--- src/rtl/alu_op_sequencer.sv ---
// alu_op_sequencer: queues {a, b, op} commands in a small FIFO and feeds them,
// one at a time, to an external combinational ALU. Each command is issued on
// registered operand lines, the ALU result is captured one cycle later and
// held behind a valid/ready handshake. A wrapping counter tracks completions.
module alu_op_sequencer #(
    parameter int DEPTH = 4
) (
    input  logic       clk,
    input  logic       rst_n,
    input  logic       cmd_valid,
    output logic       cmd_ready,
    input  logic [3:0] cmd_a,
    input  logic [3:0] cmd_b,
    input  logic [1:0] cmd_op,
    output logic [3:0] alu_in1,
    output logic [3:0] alu_in2,
    output logic [1:0] alu_sel,
    input  logic [3:0] alu_out1,
    output logic       res_valid,
    input  logic       res_ready,
    output logic [3:0] res_data,
    output logic       res_zero,
    output logic       busy,
    output logic [7:0] ops_done
);

    localparam int AW = $clog2(DEPTH);
    localparam int PW = AW + 1;

    localparam logic [1:0] S_IDLE = 2'd0;
    localparam logic [1:0] S_EXEC = 2'd1;
    localparam logic [1:0] S_RESP = 2'd2;

    // FIFO storage, one entry per command: {a, b, op}
    logic [9:0]    mem [DEPTH];
    logic [AW:0]   wr_ptr;
    logic [AW:0]   rd_ptr;
    logic          fifo_full;
    logic          fifo_empty;
    logic [9:0]    head;

    logic [1:0]    state;
    logic          rdy_en;
    logic          push;
    logic          pop;
    logic          res_hs;

    // Extra pointer MSB distinguishes full from empty when the low bits match.
    assign fifo_full  = (wr_ptr[AW] != rd_ptr[AW]) && (wr_ptr[AW-1:0] == rd_ptr[AW-1:0]);
    assign fifo_empty = (wr_ptr == rd_ptr);
    assign head       = mem[rd_ptr[AW-1:0]];

    // Readiness is derived only from registered state, so a pop on a full FIFO
    // cannot open a slot for a push in the same cycle.
    assign cmd_ready = rdy_en && !fifo_full;
    assign push      = cmd_valid && cmd_ready;

    // A pop needs a non-empty FIFO before the edge, so a push into an empty
    // FIFO is never consumed in the same cycle.
    assign res_hs = (state == S_RESP) && res_ready;
    assign pop    = !fifo_empty && ((state == S_IDLE) || res_hs);

    assign res_zero = (res_data == 4'h0);
    assign busy     = (state != S_IDLE) || !fifo_empty;

    // Hold cmd_ready low through reset and raise it on the first edge after release.
    always_ff @(posedge clk or negedge rst_n) begin
        if (!rst_n) begin
            rdy_en <= 1'b0;
        end else begin
            rdy_en <= 1'b1;
        end
    end

    // Write command payload into the slot addressed by the write pointer.
    always_ff @(posedge clk) begin
        if (push) begin
            mem[wr_ptr[AW-1:0]] <= {cmd_a, cmd_b, cmd_op};
        end
    end

    // Advance FIFO pointers on push and pop; they wrap naturally.
    always_ff @(posedge clk or negedge rst_n) begin
        if (!rst_n) begin
            wr_ptr <= '0;
            rd_ptr <= '0;
        end else begin
            if (push) begin
                wr_ptr <= wr_ptr + PW'(1);
            end
            if (pop) begin
                rd_ptr <= rd_ptr + PW'(1);
            end
        end
    end

    // Sequencer FSM: issue operands, capture the ALU result, then hand it off.
    always_ff @(posedge clk or negedge rst_n) begin
        if (!rst_n) begin
            state     <= S_IDLE;
            alu_in1   <= 4'h0;
            alu_in2   <= 4'h0;
            alu_sel   <= 2'b00;
            res_valid <= 1'b0;
            res_data  <= 4'h0;
            ops_done  <= 8'h00;
        end else begin
            case (state)
                S_IDLE: begin
                    if (pop) begin
                        {alu_in1, alu_in2, alu_sel} <= head;
                        state <= S_EXEC;
                    end
                end
                S_EXEC: begin
                    res_data  <= alu_out1;
                    res_valid <= 1'b1;
                    state     <= S_RESP;
                end
                S_RESP: begin
                    if (res_ready) begin
                        ops_done  <= ops_done + 8'd1;
                        res_valid <= 1'b0;
                        if (pop) begin
                            {alu_in1, alu_in2, alu_sel} <= head;
                            state <= S_EXEC;
                        end else begin
                            state <= S_IDLE;
                        end
                    end
                end
                default: begin
                    res_valid <= 1'b0;
                    state     <= S_IDLE;
                end
            endcase
        end
    end

endmodule

--- config.mk ---
export PLATFORM = sky130hd
export DESIGN_NAME = alu_op_sequencer
export DESIGN_NICKNAME = d
export VERILOG_FILES = /design/src/rtl/alu_op_sequencer.sv
export SDC_FILE = /design/constraint.sdc
export NUM_CORES = 1
export LEC_CHECK = 0
export CAP_MARGIN = 20
export CORE_ASPECT_RATIO = 1.5
export CORE_MARGIN = 3
export CORE_UTILIZATION = 53
export DETAILED_ROUTE_END_ITERATION = 10
export PLACE_DENSITY_LB_ADDON = 0.1
export SLEW_MARGIN = 10
export SYNTH_ARGS = -nofsm -noshare
export SYNTH_HDL_FRONTEND = slang
export SYNTH_SLANG_ARGS = --single-unit
export TNS_END_PERCENT = 5
--- constraint.sdc ---
create_clock -name clk -period 2.6 [get_ports clk]
set_clock_uncertainty 0.15 [all_clocks]
set_input_delay 0.52 -clock clk [delete_from_list [all_inputs] [get_ports clk]]
set_output_delay 0.52 -clock clk [all_outputs]
set_load 0.01 [all_outputs]
==> reports/results.tsv, run 1 <==
stage	metric	value	unit
status	outcome	complete, no violations	
hold_path	hp-start	res_valid	
synth	synthArstFlopShare	0.444	
synth	synth.most_common_cell	edfxtp_1	
critical_path	slowest_delay	0.50	ns
global_route	track_usage	0.174	
floorplanning	initial_core_util	0.550	
clock_network	root_buffer	clkbuf_8	
cells_and_area	drive_above_1_share	0.243	
sta	finalSetupViolations	0	
floorplanning	die_w	65.8	microns
synth	synthesis.area	0.00284	sq mm
synth	netlist_top_cells_count	40 x edfxtp_1, 32 x dfrtp_1, 16 x mux2_2	
synth	syn_avg_cell_area	18.1	sq um
sta	rsz0062_at_grt	false	
cells_and_area	final_area	0.00366	sq mm
cells_and_area	nFillCells	343	
cells_and_area	n_antenna_cell	0	
global_route	grt_pass1_vias	1612	
critical_path	startpoint	wr_ptr[0]	
synth	syn_inst	157	
detailed_routing	drt_first_iter_violations	66	
floorplanning	chipHeight	95.7	microns
synth	synth-seq-cells	72	
cells_and_area	layout.nets	241	
sta	setup_tns	0	ns
place	dp.cells	274	
cells_and_area	seqCellArea	0.00200	sq mm
floorplanning	io_pins	44	
pwr	peakVddDrop	0.000711	V
synth	synth-edff-count	40	
critical_path	crit_family	buffers and inverters	
clock_network	insertion_delay	0.34	ns
critical_path	arrival	1.82	ns
pwr	leakage	1.40	nW
floorplanning	num_rows	32	
clock_network	cts_resized	3	
cells_and_area	final_cells	290	
critical_path	worst_setup_path_end_kind	output pin	
global_route	grt_pass1_wl	7.71	mm
clock_network	tritoncts	yes	
global_route	grt_max_degree	33	
clock_network	cts_hold_buf	0	
synth	synth_largest_area_cell	edfxtp_1	
hold_path	min_path_type	reg2reg	
sta	finalHoldViolCount	0	
detailed_routing	first_pass_iters	3	
sta	fmax	401	MHz
critical_path	path_buf_inv	1	
critical_path	critPathRequiredTime	1.93	ns
clock_network	cts.sinks	72	
sta	timing.final.crit_share	0.958	
detailed_routing	vias_per_cell	5.27	
place	hpwl	3.33	mm
critical_path	critical_path_class	reg2out	
place	io_buffers	43	
clock_network	postCtsSetupBuffers	0	
sta	post-route-min-period	2.49	ns
critical_path	cp_max_fo	4	
global_route	antenna_found_initial	0	
detailed_routing	vias	1527	
place	gp_congestion	0.723	
detailed_routing	finalWirelength	4.84	mm
floorplanning	die_area	0.00629	sq mm
pwr	powerDensity	1190	mW/mm^2
place	dpl-instance-area	0.00340	sq mm
clock_network	path_clk_slew	0.07	ns
clock_network	clock_tree.htree_level_count	3	
detailed_routing	drc	0	
synth	syn-num-nets	181	
clock_network	cts_buffer_depth	2	
synth	synth.top_cell.area_share	0.423	
flow_run	max_cap_viol_count	0	
critical_path	r2r-start	wr_ptr[0]	
cells_and_area	area_delta_synth_final	28.9	%
synth	synth_ff_type	edfxtp_1	
synth	synth_cell_type_count	27	
sta	drv_slew	0	
critical_path	crit_chain	xnor2_2 -> and2_1 -> nand3_1 -> clkdlybuf4s50_1	
critical_path	critical_path.slowest_cell	clkdlybuf4s50_1	
detailed_routing	drtAntennaViolNets	0	
synth	ys_seq_area_frac	0.705	
detailed_routing	wire_per_inst	16.7	microns
clock_network	cts_buffers	9	
synth	ys_warn_count	0	
synth	synth_area_leaders	edfxtp_1 42%, dfrtp_1 28%, mux4_2 7.9%	
cells_and_area	multiInputGateArea	822	sq um
floorplanning	coreArea	0.00516	sq mm
critical_path	critPathLaunchType	flip-flop	
global_route	overflow	0	
## report_power, final
group          leakage [nW]  switching (mW)  total [mW]  internal (mW)
clock                 0.120           0.394        1.05          0.658
sequential            0.749           0.225        1.75           1.52
combinational         0.527           0.640        1.55          0.909
total                  1.40            1.26        4.35           3.09
## stage by stage
step           worst slack (ns)  power, mW  hold slack (ns)   util
3_5_place_dp              0.295       3.32            0.320  0.659
6_report                  0.109       4.35            0.331  0.709
4_1_cts                  0.0948       4.41            0.336  0.709
2_1_floorplan             0.729       2.69           0.0744      -
3_3_place_gp              0.347       3.24            0.311  0.659
5_1_grt                  0.0147       4.61            0.338  0.709
## flip-flops by register name, summed over array words and instances (netlist names)
register,count
alu_in1,4
alu_in2,4
alu_sel,2
mem,40
ops_done,8
rd_ptr,3
rdy_en,1
res_data,4
res_valid,1
state,2
wr_ptr,3
## cell usage in the layout, fill, tap and decap left out
master,count
clkdlybuf4s50_1,42
edfxtp_1,40
dfrtp_1,32
mux2_2,16
mux4_2,10
clkbuf_8,10
buf_4,9
xnor2_1,7
xor2_1,6
nand3_1,6
ha_1,6
and2_1,5
nor2_1,4
inv_1,3
nand2_1,3
bufinv_16,3
xnor2_2,2
nor2b_1,2
o21ai_0,2
a21boi_0,1
a31oi_1,1
nor4_1,1
nand3b_1,1
a311oi_4,1
o21a_1,1
and3_1,1
nor3b_1,1
or2_2,1
clkinvlp_4,1
clkinv_2,1
clkinv_1,1
dlygate4sd2_1,1
conb_1,1
## final timing paths
check	endpoint	slack [ns]	cells after the start
min reg2reg	res_valid	0.33	1
max in group asynchronous	alu_in1[1]	1.58	2
min in group asynchronous	res_data[0]	0.43	2
min	res_valid	0.33	1
max	busy	0.11	4
max reg2reg	alu_in2[1]	0.77	4
## per-layer routing
| layer | global-route usage | up-vias | share of wire |
|---|---|---|---|
| li1 | - | 703 | - |
| met1 | 0.190 | 777 | 0.37 |
| met2 | 0.301 | 38 | 0.56 |
| met3 | 0.0472 | 9 | 0.044 |
| met4 | 0.0986 | 0 | 0.025 |
| met5 | 0 | - | 0 |
## cells by family after synthesis
kind of cell | synth area share
DFF | 0.705
muxes | 0.143
and+or+nand+nor | 0.0471
xor gates and xnor gates | 0.0463
adders and majority gates | 0.0264
AOI/OAI and AO/OA | 0.0203
buffers and inverters | 0.0110
other | 0.00132
## cell type report
cell class | instances | share of cell area
clock buffers | 10 | 0.0376
well taps | 68 | 0.0232
inverters | 3 | 0.00308
clock inverters | 6 | 0.0290
repair buffers | 52 | 0.136
multi-input cells | 79 | 0.225
flip-flops and latches | 72 | 0.547
Note: power is estimated with default switching activity, not from simulation.
==> run 2, diff against run 1 <==
--- a/config.mk
+++ b/config.mk
@@ -10,9 +10,9 @@
 export CORE_MARGIN = 3
 export CORE_UTILIZATION = 53
 export DETAILED_ROUTE_END_ITERATION = 10
-export PLACE_DENSITY_LB_ADDON = 0.1
+export PLACE_DENSITY = 0.87
 export SLEW_MARGIN = 10
 export SYNTH_ARGS = -nofsm -noshare
 export SYNTH_HDL_FRONTEND = slang
 export SYNTH_SLANG_ARGS = --single-unit
-export TNS_END_PERCENT = 5
+export TNS_END_PERCENT = 100
==> reports/results.tsv, run 2 (synthesis gave the netlist of run 1 again) <==
stage	metric	value	unit	change
clock_network	insertion_delay	0.34	ns	about the same
detailed_routing	drt_first_iter_violations	82		+24%
cells_and_area	layout_common_cells	42 x clkdlybuf4s50_1, 40 x edfxtp_1, 32 x dfrtp_1		
global_route	grt_max_degree	33		unchanged
global_route	met2_usage	0.290		-0.0117
critical_path	rr_endpoint	mem[1][8]		
cells_and_area	drive_above_1_share	0.235		-0.00795
floorplanning	io_pins	44		unchanged
detailed_routing	drc	0		unchanged
pwr	total_power	4.12	mW	-5.2%
global_route	met1_usage	0.197		+0.00679
hold_path	whs_endpoint	ops_done[7]		
clock_network	cts_buffer_depth	2		unchanged
sta	finalHoldViolCount	0		unchanged
place	place_ws	0.291	ns	-0.00396 ns
detailed_routing	wire_per_inst	16.3	microns	-2.5%
cells_and_area	largest_reg_flops	40		unchanged
status	outcome	complete, no violations		
clock_network	clock_tree.htree_level_count	3		unchanged
detailed_routing	vias	1511		-1.0%
floorplanning	initial_core_util	0.550		unchanged
critical_path	arrival	1.81	ns	about the same
sta	slew_headroom	0.660		
clock_network	cts_buffers	9		unchanged
global_route	grt_pass1_vias	1622		+0.62%
global_route	grt.busiest_layer	met2		
cells_and_area	layout.nets	240		-0.41%
floorplanning	die_w	65.8	microns	unchanged
sta	setup_tns	0	ns	unchanged
critical_path	critical_path_class	reg2out		
cells_and_area	post-route-util	0.696		-0.0124
sta	drv_slew	0		unchanged
clock_network	tritoncts	yes		
pwr	powerDensity	1150	mW/mm^2	-3.5%
clock_network	root_buffer	clkbuf_8		
sta	finalSetupViolations	0		unchanged
critical_path	worst_setup_path_end_kind	output pin		
sta	hold_ws	0.323	ns	-0.00817 ns
critical_path	reg2reg_depth	4		unchanged
floorplanning	die_area	0.00629	sq mm	unchanged
global_route	antenna_found_initial	0		unchanged
sta	timing.final.crit_share	0.956		-0.00247
detailed_routing	vias_per_cell	5.23		-0.71%
detailed_routing	finalWirelength	4.70	mm	-2.8%
place	gp_congestion	0.697		-3.5%
floorplanning	num_rows	32		unchanged
cells_and_area	final_common_cell	clkdlybuf4s50_1		
detailed_routing	drtAntennaViolNets	0		unchanged
critical_path	critPathLaunchType	flip-flop		
global_route	use_met3	0.0590		+0.0118
place	hpwl	3.19	mm	-4.0%
global_route	overflow	0		unchanged
critical_path	cp_max_fo	4		unchanged
sta	finalWorstSetupSlack	0.115	ns	+0.00642 ns
hold_path	hp-start	ops_done[7]		
critical_path	r2r-start	wr_ptr[1]		
cells_and_area	n_antenna_cell	0		unchanged
pwr	peakVddDrop	0.000649	V	-8.8%
place	io_buffers	43		unchanged
flow_run	max_cap_viol_count	0		unchanged
sta	fmax	402	MHz	+0.26%
clock_network	cts.sinks	72		unchanged
sta	post-route-min-period	2.48	ns	-0.00642 ns
pwr	leakage	1.36	nW	-2.3%
global_route	track_usage	0.169		-0.00500
global_route	grt_pass1_wl	7.69	mm	-0.27%
hold_path	min_path_type	reg2reg		
sta	worst_pin_slew	0.507	ns	
detailed_routing	first_pass_iters	4		+1
critical_path	critPathRequiredTime	1.93	ns	about the same
clock_network	path_clk_slew	0.07	ns	about the same
floorplanning	chipHeight	95.7	microns	unchanged
cells_and_area	area_delta_synth_final	26.7	%	
floorplanning	coreArea	0.00516	sq mm	unchanged
critical_path	r2r_slack	0.64	ns	-0.13 ns
hold_path	hold_depth	1		unchanged
clock_network	postCtsSetupBuffers	0		unchanged
[run 2: area by class of cell]
class	count	area [sq um]
Inverter	3	11.3
Clock inverter	6	60.1
Tap cell	68	85.1
Multi-Input combinational cell	79	822
Sequential cell	72	2000
Timing Repair Buffer	51	489
Fill cell	343	1570
Clock buffer	10	128
[run 2: worst max-delay path by stage]
stage                    from    endpoint  slack [ns]
finish              wr_ptr[0]        busy        0.12
global placement    res_ready  alu_in1[1]        0.32
floorplan           rd_ptr[1]   mem[3][0]        0.73
CTS                 wr_ptr[0]        busy       0.005
global route        wr_ptr[1]        busy      -0.004
detailed placement  cmd_valid   mem[1][4]        0.29
[run 2: worst max-delay path, stage by stage, from the launching register on]
cell and delay, ns:
dfrtp_1 0.44, xnor2_2 0.25, and2_1 0.20, nand3_1 0.08, clkdlybuf4s50_1 0.51
[run 2: timing repair]
action,in CTS,in global routing
endpoints found under the setup margin,1,1
hold buffers,0,0
gates resized for setup,1,2
[run 2: routing by layer]
metal,share of wire,up-vias
met4,0.011,0
li1,-,705
met2,0.55,42
met3,0.052,6
met1,0.39,758
met5,0,-
[run 2: stage by stage]
step	cells	cell area, sq um
after floorplan	157	2840
after global placement	273	3400
after detailed placement	273	3400
after CTS	289	3580
after global routing	289	3600
final	289	3600
[run 2: power by group]
group / total [mW] / switching [mW] / internal (mW)
logic: 1.55 / 0.641 / 0.906
clock network: 0.828 / 0.390 / 0.438
registers: 1.75 / 0.226 / 1.52
==> run 3, diff against run 2 <==
--- a/config.mk
+++ b/config.mk
@@ -8,9 +8,11 @@
 export CAP_MARGIN = 20
 export CORE_ASPECT_RATIO = 1.5
 export CORE_MARGIN = 3
-export CORE_UTILIZATION = 53
+export CORE_UTILIZATION = 56
+export CTS_CLUSTER_SIZE = 25
 export DETAILED_ROUTE_END_ITERATION = 10
-export PLACE_DENSITY = 0.87
+export GPL_TIMING_DRIVEN = 0
+export PLACE_DENSITY = 0.91
 export SLEW_MARGIN = 10
 export SYNTH_ARGS = -nofsm -noshare
 export SYNTH_HDL_FRONTEND = slang
==> constraint.sdc (replaced) <==
create_clock -name clk -period 3 [get_ports clk]
set_clock_uncertainty 0.15 [all_clocks]
set_input_delay 0.6 -clock clk [delete_from_list [all_inputs] [get_ports clk]]
set_output_delay 0.6 -clock clk [all_outputs]
set_load 0.01 [all_outputs]
==> reports/results.tsv, run 3 (synthesis gave the netlist of run 1 again) <==
stage	metric	value	unit	change
status	outcome	complete, no violations		
clock_network	cts_buffers	9		unchanged
clock_network	cts.sinks	72		unchanged
cells_and_area	layout.nets	235		-2.1%
floorplanning	die_w	64.2	microns	-2.5%
cells_and_area	final_cells	282		-2.4%
sta	finalSetupViolations	0		unchanged
clock_network	root_buffer	clkbuf_8		
hold_path	min_path_type	in2async		
critical_path	critical_path_class	reg2out		
floorplanning	io_pins	44		unchanged
floorplanning	num_rows	31		-3.1%
floorplanning	initial_core_util	0.586		+0.0359
cells_and_area	largest_reg_flops	40		unchanged
critical_path	cp_max_fo	4		unchanged
cells_and_area	post-route-util	0.749		+0.0524
place	dp.cells	266		-2.6%
place	io_buffers	43		unchanged
cells_and_area	final_common_cell	clkdlybuf4s50_1		
global_route	antenna_found_initial	0		unchanged
cells_and_area	area_delta_synth_final	27.8	%	
critical_path	critPathRequiredTime	2.25	ns	+0.32 ns
place	gp_congestion	0.726		+4.1%
sta	finalWorstSetupSlack	0.221	ns	+0.105 ns
cells_and_area	layout_common_cells	42 x clkdlybuf4s50_1, 40 x edfxtp_1, 32 x dfrtp_1		
critical_path	worst_setup_path_end_kind	output pin		
clock_network	path_clk_slew	0.07	ns	about the same
sta	hold_ws	0.177	ns	-0.146 ns
clock_network	cts_resized	0		-1
place	dpl-instance-area	0.00335	sq mm	-1.4%
sta	worst_pin_slew	0.740	ns	+0.233 ns
clock_network	postCtsSetupBuffers	0		unchanged
clock_network	cts_hold_buf	0		unchanged
detailed_routing	vias	1515		+0.26%
global_route	overflow	0		unchanged
place	place_ws	0.319	ns	+0.0284 ns
global_route	grt_pass1_vias	1674		+3.2%
global_route	track_usage	0.191		+0.0214
sta	fmax	360	MHz	
clock_network	cts_buffer_depth	2		unchanged
clock_network	tritoncts	yes		
clock_network	insertion_delay	0.33	ns	about the same
sta	post-route-min-period	2.78	ns	
sta	finalHoldViolCount	0		unchanged
cells_and_area	multiInputGateArea	807	sq um	-1.8%
clock_network	clock_tree.htree_level_count	3		unchanged
detailed_routing	wire_per_inst	18.0	microns	+11%
sta	slew_headroom	0.507		-0.153
sta	drv_slew	0		unchanged
global_route	grt_max_degree	33		unchanged
critical_path	arrival	2.03	ns	+0.22 ns
floorplanning	chipHeight	93.2	microns	-2.5%
pwr	total_power	3.91	mW	-5.1%
detailed_routing	drt_first_iter_violations	86		+4.9%
cells_and_area	drive_above_1_share	0.213		-0.0223
sta	timing.final.crit_share	0.926		
floorplanning	coreArea	0.00485	sq mm	-6.1%
sta	setup_tns	0	ns	unchanged
pwr	powerDensity	1080	mW/mm^2	-6.0%
critical_path	critPathLaunchType	flip-flop		
cells_and_area	nFillCells	281		-18%
detailed_routing	drc	0		unchanged
place	hpwl	3.43	mm	+7.3%
cells_and_area	n_antenna_cell	0		unchanged
detailed_routing	finalWirelength	5.08	mm	+8.1%
sta	rsz0062_at_grt	false		
cells_and_area	seqCellArea	0.00200	sq mm	unchanged
detailed_routing	vias_per_cell	5.37		+2.8%
flow_run	max_cap_viol_count	0		unchanged
global_route	grt_pass1_wl	8.29	mm	+7.8%
pwr	leakage	1.37	nW	+0.32%
detailed_routing	drtAntennaViolNets	0		unchanged
floorplanning	die_area	0.00598	sq mm	-4.9%
pwr	peakVddDrop	0.000670	V	+3.3%
detailed_routing	first_pass_iters	4		unchanged
cells_and_area	final_area	0.00363	sq mm	+0.94%
==> run 3: cell count changes in the layout (fill, tap and decap cells not counted), moves of 2 or more <==
cell       before  now
buf_2           0    2
bufinv_16       1    5
buf_4           8    0
xnor2_1         7    9
xnor2_2         2    0
==> run 3: path summary, 6_finish.rpt <==
kind / startpoint / to / slack (ns) / cells past startpoint
min in group clk: res_valid / res_valid / 0.34 / 1
min reg2reg: res_valid / res_valid / 0.34 / 1
max in group asynchronous: rst_n / alu_sel[0] / 2.05 / 1
max reg2reg: rd_ptr[1] / mem[3][8] / 0.70 / 3
min: rst_n / res_data[1] / 0.18 / 1
max: rd_ptr[0] / cmd_ready / 0.22 / 4
==> run 3: power breakdown <==
group / total [mW] / internal (mW) / switching (mW)
clock: 1.06 / 0.720 / 0.336
combinational: 1.34 / 0.762 / 0.573
sequential: 1.52 / 1.32 / 0.203
total: 3.91 / 2.80 / 1.11
==> run 3: area by class of cell <==
| cell class | instances | share of cell area |
|---|---|---|
| Clock buffer | 10 | 0.0351 |
| Inverter | 3 | 0.00310 |
| Sequential cell | 72 | 0.551 |
| Buffer | 3 | 0.00551 |
| Multi-Input combinational cell | 79 | 0.222 |
| Timing Repair Buffer | 43 | 0.117 |
| Clock inverter | 6 | 0.0427 |
| Tap cell | 66 | 0.0227 |
==> run 3: per-layer routing <==
layer | wire, microns | global-route usage | vias to the layer above
met4 | 108 | 0.0811 | 0
met2 | 2890 | 0.333 | 44
met3 | 223 | 0.0493 | 10
met1 | 1860 | 0.220 | 770
met5 | 0 | 0 | -
li1 | - | - | 691
==> run 3: worst max-delay path, stage by stage, from the launching register on <==
cell and delay, ns:
dfrtp_1 0.44, xnor2_1 0.21, and2_1 0.20, a21boi_0 0.26
clkdlybuf4s50_1 0.60
